### src/rtl/seg7_pkg.sv
// Shared constants for the 7-segment scan decoder: glyph table, anode patterns, result types.
package seg7_pkg;

  localparam int DIGITS = 4;

  // Segment order a..g, a in the MSB
  localparam logic [6:0] GLYPH_0 = 7'b1111110;
  localparam logic [6:0] GLYPH_1 = 7'b0110000;
  localparam logic [6:0] GLYPH_2 = 7'b1101101;
  localparam logic [6:0] GLYPH_3 = 7'b1111001;
  localparam logic [6:0] GLYPH_4 = 7'b0110011;
  localparam logic [6:0] GLYPH_5 = 7'b1011011;
  localparam logic [6:0] GLYPH_6 = 7'b1011111;
  localparam logic [6:0] GLYPH_7 = 7'b1110000;
  localparam logic [6:0] GLYPH_8 = 7'b1111111;
  localparam logic [6:0] GLYPH_9 = 7'b1111011;
  localparam logic [6:0] GLYPH_A = 7'b1110111;
  localparam logic [6:0] GLYPH_B = 7'b0011111;
  localparam logic [6:0] GLYPH_C = 7'b1001110;
  localparam logic [6:0] GLYPH_D = 7'b0111101;
  localparam logic [6:0] GLYPH_E = 7'b1001111;
  localparam logic [6:0] GLYPH_F = 7'b1000111;

  localparam logic [15:0][6:0] GLYPH_TBL = {
    GLYPH_F, GLYPH_E, GLYPH_D, GLYPH_C, GLYPH_B, GLYPH_A, GLYPH_9, GLYPH_8,
    GLYPH_7, GLYPH_6, GLYPH_5, GLYPH_4, GLYPH_3, GLYPH_2, GLYPH_1, GLYPH_0
  };

  localparam logic [3:0] ANODE_POS3 = 4'b0111;
  localparam logic [3:0] ANODE_POS2 = 4'b1011;
  localparam logic [3:0] ANODE_POS1 = 4'b1101;
  localparam logic [3:0] ANODE_POS0 = 4'b1110;
  localparam logic [3:0] ANODE_NONE = 4'b1111;
  localparam logic [DIGITS-1:0][3:0] ANODE_SEL = {ANODE_POS3, ANODE_POS2, ANODE_POS1, ANODE_POS0};

  typedef struct packed {
    logic       hit;
    logic       blank;
    logic [3:0] code;
  } glyph_res_t;

  typedef enum logic [1:0] {IDLE, SETTLE, HELD} cap_state_e;

endpackage

### src/rtl/seg7_scan_decoder_if.sv
// Display bus observed by the decoder plus the decoded status it reports.
interface seg7_scan_decoder_if;
  logic [3:0]  control;
  logic [7:0]  display;
  logic [15:0] digits;
  logic [3:0]  dp;
  logic [3:0]  valid;
  logic [3:0]  blank;
  logic [3:0]  glyph_err;
  logic        bus_err;
  logic        frame_done;

  modport master (output control, display,
                  input  digits, dp, valid, blank, glyph_err, bus_err, frame_done);
  modport slave  (input  control, display,
                  output digits, dp, valid, blank, glyph_err, bus_err, frame_done);
endinterface

### src/rtl/seg7_glyph_decode.sv
// Combinational a..g segment pattern to hex code lookup; also flags the all-off pattern.
module seg7_glyph_decode
  import seg7_pkg::*;
(
  input  logic [6:0] i_seg,
  output glyph_res_t o_res
);

  always_comb begin
    o_res       = '0;
    o_res.blank = (i_seg == 7'b0);
    for (int i = 0; i < 16; i++) begin
      if (i_seg == GLYPH_TBL[i]) begin
        o_res.hit  = 1'b1;
        o_res.code = 4'(i);
      end
    end
  end

endmodule

### src/rtl/seg7_scan_decoder.sv
// Read-back decoder for a multiplexed 4-digit 7-segment bus: filters scan transients,
// captures one glyph per stable dwell, tracks frames and per-digit staleness.
module seg7_scan_decoder
  import seg7_pkg::*;
#(
  parameter int STABLE_CYCLES  = 4,
  parameter int TIMEOUT_CYCLES = 4000000
) (
  input  logic                clk,
  input  logic                reset,
  seg7_scan_decoder_if.slave  bus
);

  localparam int SW = $clog2(STABLE_CYCLES) + 1;
  localparam int TW = $clog2(TIMEOUT_CYCLES) + 1;
  localparam logic [SW-1:0] STAB_MAX = SW'(STABLE_CYCLES - 1);
  localparam logic [TW-1:0] TMO_MAX  = TW'(TIMEOUT_CYCLES - 1);

  logic [3:0]                  r_ctrl_q;
  logic [7:0]                  r_disp_q;
  logic [SW-1:0]               r_stab_cnt;
  cap_state_e                  r_state;
  logic [DIGITS-1:0]           r_seen;
  logic [DIGITS-1:0][TW-1:0]   r_tmo_cnt;
  logic [DIGITS-1:0][3:0]      r_digits;
  logic [DIGITS-1:0]           r_dp, r_valid, r_blank, r_glyph_err;
  logic                        r_bus_err, r_frame_done;

  logic                        w_changed, w_fire, w_one_hot, w_idle, w_cap, w_frame;
  logic [DIGITS-1:0]           w_hit_p, w_seen_nxt;
  glyph_res_t                  w_glyph;

  seg7_glyph_decode u_glyph (.i_seg(r_disp_q[7:1]), .o_res(w_glyph));

  assign w_changed  = {bus.control, bus.display} != {r_ctrl_q, r_disp_q};
  // The counter value reflects how long the sample currently in in_q has been stable
  assign w_fire     = (r_state == SETTLE) && (r_stab_cnt == STAB_MAX);
  assign w_one_hot  = ($countones(~r_ctrl_q) == 1);
  assign w_idle     = (r_ctrl_q == ANODE_NONE);
  assign w_cap      = w_fire && w_one_hot;
  assign w_seen_nxt = r_seen | w_hit_p;
  assign w_frame    = (w_seen_nxt == {DIGITS{1'b1}});

  always_comb begin
    w_hit_p = '0;
    for (int p = 0; p < DIGITS; p++)
      w_hit_p[p] = w_cap && (r_ctrl_q == ANODE_SEL[p]);
  end

  always_ff @(posedge clk) begin
    if (reset) begin
      r_ctrl_q     <= ANODE_NONE;
      r_disp_q     <= '0;
      r_stab_cnt   <= '0;
      r_state      <= IDLE;
      r_seen       <= '0;
      r_tmo_cnt    <= '0;
      r_digits     <= '0;
      r_dp         <= '0;
      r_valid      <= '0;
      r_blank      <= '0;
      r_glyph_err  <= '0;
      r_bus_err    <= 1'b0;
      r_frame_done <= 1'b0;
    end else begin
      r_ctrl_q <= bus.control;
      r_disp_q <= bus.display;
      if (w_changed) begin
        r_stab_cnt <= '0;
        r_state    <= SETTLE;
      end else begin
        if (r_stab_cnt != STAB_MAX) r_stab_cnt <= r_stab_cnt + 1'b1;
        if (w_fire) r_state <= HELD;
      end
      r_bus_err    <= w_fire && !w_one_hot && !w_idle;
      r_frame_done <= w_frame;
      r_seen       <= w_frame ? '0 : w_seen_nxt;
      for (int p = 0; p < DIGITS; p++) begin
        if (w_hit_p[p]) begin
          r_tmo_cnt[p] <= '0;
          r_dp[p]      <= r_disp_q[0];
          if (w_glyph.hit) begin
            r_digits[p]    <= w_glyph.code;
            r_valid[p]     <= 1'b1;
            r_glyph_err[p] <= 1'b0;
            r_blank[p]     <= 1'b0;
          end else if (w_glyph.blank) begin
            r_blank[p]     <= 1'b1;
            r_valid[p]     <= 1'b0;
            r_glyph_err[p] <= 1'b0;
          end else begin
            r_glyph_err[p] <= 1'b1;
            r_valid[p]     <= 1'b0;
            r_blank[p]     <= 1'b0;
          end
        end else if (r_tmo_cnt[p] != TMO_MAX) begin
          r_tmo_cnt[p] <= r_tmo_cnt[p] + 1'b1;
        end else begin
          r_valid[p] <= 1'b0;
        end
      end
    end
  end

  assign bus.digits     = r_digits;
  assign bus.dp         = r_dp;
  assign bus.valid      = r_valid;
  assign bus.blank      = r_blank;
  assign bus.glyph_err  = r_glyph_err;
  assign bus.bus_err    = r_bus_err;
  assign bus.frame_done = r_frame_done;

endmodule

### src/flat_wrapper.sv
// flat-port wrapper written by rule: the top's interface ports become plain ports
module seg7_scan_decoder_flat import seg7_pkg::*;
#(
  parameter int STABLE_CYCLES  = 4,
  parameter int TIMEOUT_CYCLES = 4000000
)
  (clk, reset, bus_control, bus_display, bus_digits, bus_dp, bus_valid, bus_blank, bus_glyph_err, bus_bus_err, bus_frame_done);
  seg7_scan_decoder_if bus_i ();
  input  logic clk;
  input  logic reset;
  input wire logic [$bits(bus_i.control)-1:0] bus_control;
  input wire logic [$bits(bus_i.display)-1:0] bus_display;
  output wire logic [$bits(bus_i.digits)-1:0] bus_digits;
  output wire logic [$bits(bus_i.dp)-1:0] bus_dp;
  output wire logic [$bits(bus_i.valid)-1:0] bus_valid;
  output wire logic [$bits(bus_i.blank)-1:0] bus_blank;
  output wire logic [$bits(bus_i.glyph_err)-1:0] bus_glyph_err;
  output wire logic [$bits(bus_i.bus_err)-1:0] bus_bus_err;
  output wire logic [$bits(bus_i.frame_done)-1:0] bus_frame_done;
  assign bus_i.control = bus_control;
  assign bus_i.display = bus_display;
  assign bus_digits = bus_i.digits;
  assign bus_dp = bus_i.dp;
  assign bus_valid = bus_i.valid;
  assign bus_blank = bus_i.blank;
  assign bus_glyph_err = bus_i.glyph_err;
  assign bus_bus_err = bus_i.bus_err;
  assign bus_frame_done = bus_i.frame_done;
  seg7_scan_decoder #(.STABLE_CYCLES(STABLE_CYCLES), .TIMEOUT_CYCLES(TIMEOUT_CYCLES)) u_core (.clk(clk), .reset(reset), .bus(bus_i));
endmodule
### config.mk
export PLATFORM = sky130hd
export DESIGN_NAME = seg7_scan_decoder_flat
export DESIGN_NICKNAME = d
export VERILOG_FILES = /design/src/rtl/seg7_pkg.sv /design/src/rtl/seg7_scan_decoder_if.sv /design/src/rtl/seg7_glyph_decode.sv /design/src/rtl/seg7_scan_decoder.sv /design/src/flat_wrapper.sv
export SDC_FILE = /design/constraint.sdc
export NUM_CORES = 1
export LEC_CHECK = 0
export ABC_AREA = 0
export CORE_ASPECT_RATIO = 1.1
export CORE_MARGIN = 1
export CORE_UTILIZATION = 34
export CTS_BUF_LIST = sky130_fd_sc_hd__clkbuf_16
export DETAILED_ROUTE_END_ITERATION = 7
export GPL_TIMING_DRIVEN = 0
export PLACE_DENSITY = 0.48
export SLEW_MARGIN = 5
export SYNTH_ARGS = -nofsm -noshare
export SYNTH_HDL_FRONTEND = slang
export SYNTH_SLANG_ARGS = --single-unit
### constraint.sdc
create_clock -name clk -period 3.6 [get_ports clk]
set_input_delay 0.54 -clock clk [delete_from_list [all_inputs] [get_ports clk]]
set_output_delay 0.54 -clock clk [all_outputs]
set_load 0.02 [all_outputs]
**Word level (Yosys, flattened, before mapping)**

Cells that the tools add are included.

- Add/sub/neg operators: 8
- Equal/unequal tests: 35
- Mux-type cells: 46
- Bitwise operators: 2
- Reductions and logical operators: 22

Operators by type and width:

| operator | count |
|---|---|
| adder 23 x 1 -> 23 bit (second input constant) | 4 |
| inequality test 23 x 22 -> 1 bit (second input constant) | 4 |
| == test 7 bit (second input constant) | 12 |
| 2-to-1 mux 4 bit | 14 |
| adder 32 bit | 1 |
| == test 32 x 2 -> 1 bit (second input constant) | 1 |
| 2-to-1 mux 1 bit | 32 |
| == test 7 x 6 -> 1 bit (second input constant) | 3 |
| == test 4 bit (second input constant) | 5 |
| inequality test 12 bit | 1 |
| OR reduction 2 bit | 6 |
| logical AND 1 bit | 8 |
| inequality test 2 x 1 -> 1 bit (second input constant) | 4 |
| AND reduction 2 bit | 4 |
| == test 7 x 5 -> 1 bit (second input constant) | 1 |
| zero test 7 bit | 1 |
| adder 1 x 1 -> 2 bit | 2 |
| == test 4 x 3 -> 1 bit (second input constant) | 1 |
| inverter 4 bit | 1 |
| OR 4 bit | 1 |
| adder 3 x 1 -> 3 bit (second input constant) | 1 |
| == test 3 x 2 -> 1 bit (second input constant) | 1 |
| inequality test 3 x 2 -> 1 bit (second input constant) | 1 |
| == test 2 x 1 -> 1 bit (second input constant) | 1 |
| other kinds (2) | 3 |

- Flip-flop bits (word level): 147
- Input port bits: 14
- Output and inout port bits: 34
- Logic and storage cells: 145

**Longest topological paths before layout**

- Depth after elaboration: 19
- Depth in mapped cells: 11
- Depth with buffers taken out: 10

**Modules after synthesis**

From an unflattened synthesis, not the netlist that was laid out.

- Cell total of the unflattened synthesis: 845
- Area total of the unflattened synthesis: 7253.2 µm²

Modules (own cells, without submodules):

| module | times used | cells each | area an instance (µm²) | sequential area each (µm²) |
|---|---|---|---|---|
| seg7_scan_decoder | 1 | 787 | 6862.8 | 2942.8 |
| seg7_glyph_decode | 1 | 58 | 390.4 | 0.0 |

**Worst setup path before layout**

No wires, ideal clock.

- Kind: reg-to-reg
- From: register u_core.r_ctrl_q[0]
- To: register u_core.r_tmo_cnt[46] (netlist bit)
- Setup time: 117 ps
- Data arrival time: 2662 ps
- Required time: 3483 ps
- Path slack: 821 ps
- Cell stages (with the launch flop): 12
- Path buffers: 2
- Clock period less this slack: 2779 ps
- Path through: dfxtp_1 inv_1 ha_1 ha_1 fa_1 nor3b_1 nor2b_1 buf_2 nand3_1 nand2_1 buf_2 nor2_1

- Longest elaborated chain between the ends: 7
- Elaborated cells on any way between the ends: 8
- Classes of those cells: add/sub: 2; eq/ne: 2; bitwise: 1; reduce/logical: 3

RTL lines:

| what | RTL line | text |
|---|---|---|
| start, declared | seg7_scan_decoder.sv:19 | `logic [3:0] r_ctrl_q;` |
| start signal, assigned | seg7_scan_decoder.sv:66 | `r_ctrl_q <= bus.control;` |
| inverter 4 bit | seg7_scan_decoder.sv:38 | `assign w_one_hot = ($countones(~r_ctrl_q) == 1);` |
| adder 1 x 1 -> 2 bit (not written as such) | seg7_scan_decoder.sv:38 |  |
| adder 32 bit (not written as such) | seg7_scan_decoder.sv:38 |  |
| == test 32 x 2 -> 1 bit | seg7_scan_decoder.sv:38 |  |
| logical AND 1 bit | seg7_scan_decoder.sv:40 | `assign w_cap = w_fire && w_one_hot;` |
| logical AND 1 bit * | seg7_scan_decoder.sv:47 | `w_hit_p[p] = w_cap && (r_ctrl_q == ANODE_SEL[p]);` |
| OR reduction 2 bit (no line) * | - |  |
| end signal, assigned by index | seg7_scan_decoder.sv:97 | `r_tmo_cnt[p] <= r_tmo_cnt[p] + 1'b1;` |
| end, declared | seg7_scan_decoder.sv:24 | `logic [DIGITS-1:0][TW-1:0] r_tmo_cnt;` |

Every way passes the cells marked *; elsewhere a longest branch is shown, timed or not.
A chain may end at the register's enable or synchronous reset.

**Final worst setup path**

- From: register u_core.r_ctrl_q[0]
- To: register u_core.r_tmo_cnt[4] (netlist bit)

Same word-level chain as after synthesis.

==> impl_metrics.toml <==
[synthesis]
postSynthCellCount = 771
ys_seq_elements = 147
synth_area_leaders = "dfxtp_1, nor2_1, xnor2_1, xor2_1, nand2_1"
synth.cell_area_sq_um = 6820
async_flop_share = 0
synth_ff_type = "dfxtp_1"
synth_top_family_by_area = "simple AND/OR/NAND/NOR gates"
synth_edf_count = 0
synthAdderAreaFrac = 0.0305
synthMuxAreaShare = 0.0279
yosys_warnings = 0
synthXorXnorAreaFrac = 0.118
yosys.area_share.simple = 0.299
synth_cell_types = 60
yosysTopAreaCell = "dfxtp_1"
synth_compound_area_frac = 0.0609
ys_seq_area_frac = 0.431
avgSynthCellArea_sq_um = 8.85
synth_top_cell_area_share = 0.431
synth_nets = 801

[cts]
htreeDepth = 4
cts_tree = "yes"
cts_setup_buffers = 0
numCtsBuffers = 17
worstSkewPairLatency_ps = 430
hold_buffers = 0
cts_sinks = 147
clkTransAtPathRegs_ps = 60
cts.repair.resized = 0
clockRootBuffer = "clkbuf_16"
clockBufferDepth = 2

[detailed_routing]
wirelength_mm = 15.2
ant_nets = 0
dr.first_iter.drc_count = 260
wl_met1_mm = 7.27
dr_wl_met2_mm = 7.02
wl_per_cell_microns = 13.8
vias = 5422
viasPerCell = 4.94
first_pass_iters = 4
met3_length_microns = 600
routed.top_layer = "met4"
route.detailed.drc = 0

[cells_and_area]
final_core_util = 0.426
fin_area_sq_um = 8250
area_delta_synth_final_pct = 20.9
multi_input_area_sq_um = 3670
drive_above_1_share = 0.0882
finalNetCount = 867
diodes = 0
num-fill-cells = 1921
seq_area_sq_um = 2940

[floorplanning]
io_pins = 48
core_sq_um = 19400
placementRows = 53
die_h_microns = 151
dieArea_sq_um = 20600
initial_core_util = 0.352
fp.dieW_microns = 137

[flow_run]
maxCapViolations = 0

[grt]
grt_pass1_wl_mm = 25.8
grt_max_degree = 17
antenna_found_initial = 0
grt.overflow.total = 0
grt_pass1_vias = 5413
grt_use_total = 0.161

[sta]
setup_violations = 0
fmax_ghz = 0.313
whs_ps = 456
fin_crit_sh = 0.889
hold_viol = 0
report.final.slew_viol_count = 0
fin_crit_ps = 3200
max_slew_margin = 0.478
setup_tns_ps = 0
finClkSkew_ps = 12.8
worst_pin_slew_ps = 776
rsz0062_at_grt = "no"

[placed_design]
gp_congestion = 0.825
hpwlAfterDp_mm = 11.1
io_buffers = 47
placed_area_sq_um = 7600

[setup_path]
endpoint_kind = "register"
cp_max_fo = 10
setup.worst_path.class = "reg -> reg"
cp_data_required_time_ps = 3910
start_kind = "register"
critPathArrivalTime_ps = 3510

[power_and_ir_drop]
p_leak_nw = 3.00
p_seq_frac = 0.445
p_int_mw = 2.93
peakVddDrop_v = 0.000345
p_sw_frac = 0.216
p_per_area_nw_per_um2 = 454
power.switching_mw = 0.810
p_clk_frac = 0.515
share_comb_of_total_power = 0.040

[min_path]
min_path_type = "reg -> reg"

[outcome]
status = "completed"
[worst max-delay path, cell delays in order, from the launching register on]
cell	delay [ps]
dfxtp_1	410
inv_1	100
ha_1	310
ha_1	210
fa_1	430
nor3b_1	330
nor2b_1	170
buf_2	190
nand3_2	300
nand2_1	290
buf_2	260
nor2_1	70
[routing by layer]
metal | GRT usage | vias up
met4 | 0.0643 | 0
met1 | 0.203 | 2543
met3 | 0.0414 | 20
met5 | 0 | -
met2 | 0.258 | 79
li1 | - | 2780
[Yosys cell counts (all sizes together) (5+ instances only)]
master and number:
a21oi 25, and3 23, and4 5, buf 20, clkbuf 8, dfxtp 147
ha 15, inv 17, mux2i 19, nand2 73, nand3 39, nand4 32
nor2 127, nor2b 16, nor3 25, nor3b 9, nor4 8, nor4b 6
o21ai 11, or2 6, or3 7, xnor2 47, xor2 45
[sequential cells by signal, summed over array words and instances, names as in the netlist, 2 cells and up]
name / flops
u_core.bus.blank: 4
u_core.bus.valid: 4
u_core.bus.dp: 4
u_core.r_state: 2
u_core.r_ctrl_q: 4
u_core.bus.glyph_err: 4
u_core.bus.digits: 16
u_core.r_seen: 4
u_core.r_tmo_cnt: 92
u_core.r_stab_cnt: 3
u_core.r_disp_q: 8
[power by group through the flow]
stage	Sequential, mW	Combinational [mW]	Clock, mW
2_1_floorplan	1.70	0.103	0
3_3_place_gp	1.70	0.147	0
3_5_place_dp	1.70	0.150	0
4_1_cts	1.67	0.151	1.97
5_1_grt	1.67	0.171	2.05
6_report	1.67	0.149	1.93
[placed cells by master, fill, tap and decap left out, drive strengths merged, types with 2 or more instances in the layout]
cell type and n:
o22ai 2, nor2 127, or2 6, buf 20, or3b 4, o21ai 11, a21oi 25, o21a 4
dfxtp 147, nor3b 9, nand3 39, nor4 8, xnor2 47, a211oi 4, clkbuf 25, o32ai 3
ha 15, nand2 73, inv 19, xor2 45, nor2b 16, or3 7, nand4 32, a22o 2
nor4b 6, mux2i 19, nand2b 2, clkdlybuf4s50 47, bufinv 5, nand3b 4, nor3 25, and4 5
and3 23, or4 2, clkinv 8
[cells by family after synthesis]
| logic type | Yosys count |
|---|---|
| multiplexers | 19 |
| AND/OR/NAND/NOR | 390 |
| buffers and inverters | 46 |
| adder cells (fa/ha/maj) | 16 |
| flip-flops | 147 |
| XOR/XNOR | 92 |
| AO/OA/AOI/OAI | 61 |
[worst paths after layout]
kind	start	end	slack, ps	depth (start not counted)
min	u_core.bus.glyph_err[1]	u_core.bus.glyph_err[1]	460	2
max reg2reg	u_core.r_ctrl_q[0]	u_core.r_tmo_cnt[4]	400	11
max	u_core.r_ctrl_q[0]	u_core.r_tmo_cnt[4]	400	11
min reg2reg	u_core.bus.glyph_err[1]	u_core.bus.glyph_err[1]	460	2
[layout make-up]
cell class,instances,area share
multi-input combinational,578,0.445
sequential,147,0.357
timing repair buffer,47,0.0570
clock buffer,17,0.0516
tap,247,0.0375
clock inverter,15,0.0258
buffer,28,0.0185
inverter,18,0.00819
[through the flow]
step / cells / setup slack (ps) / total power, mW
after CTS: 1097 / 220 / 3.79
after global placement: 1065 / 291 / 1.85
final: 1097 / 400 / 3.74
after detailed placement: 1065 / 244 / 1.85
after floorplan: 771 / 821 / 1.80
after global routing: 1097 / 90.8 / 3.89
(Power assumes the default switching activity.)
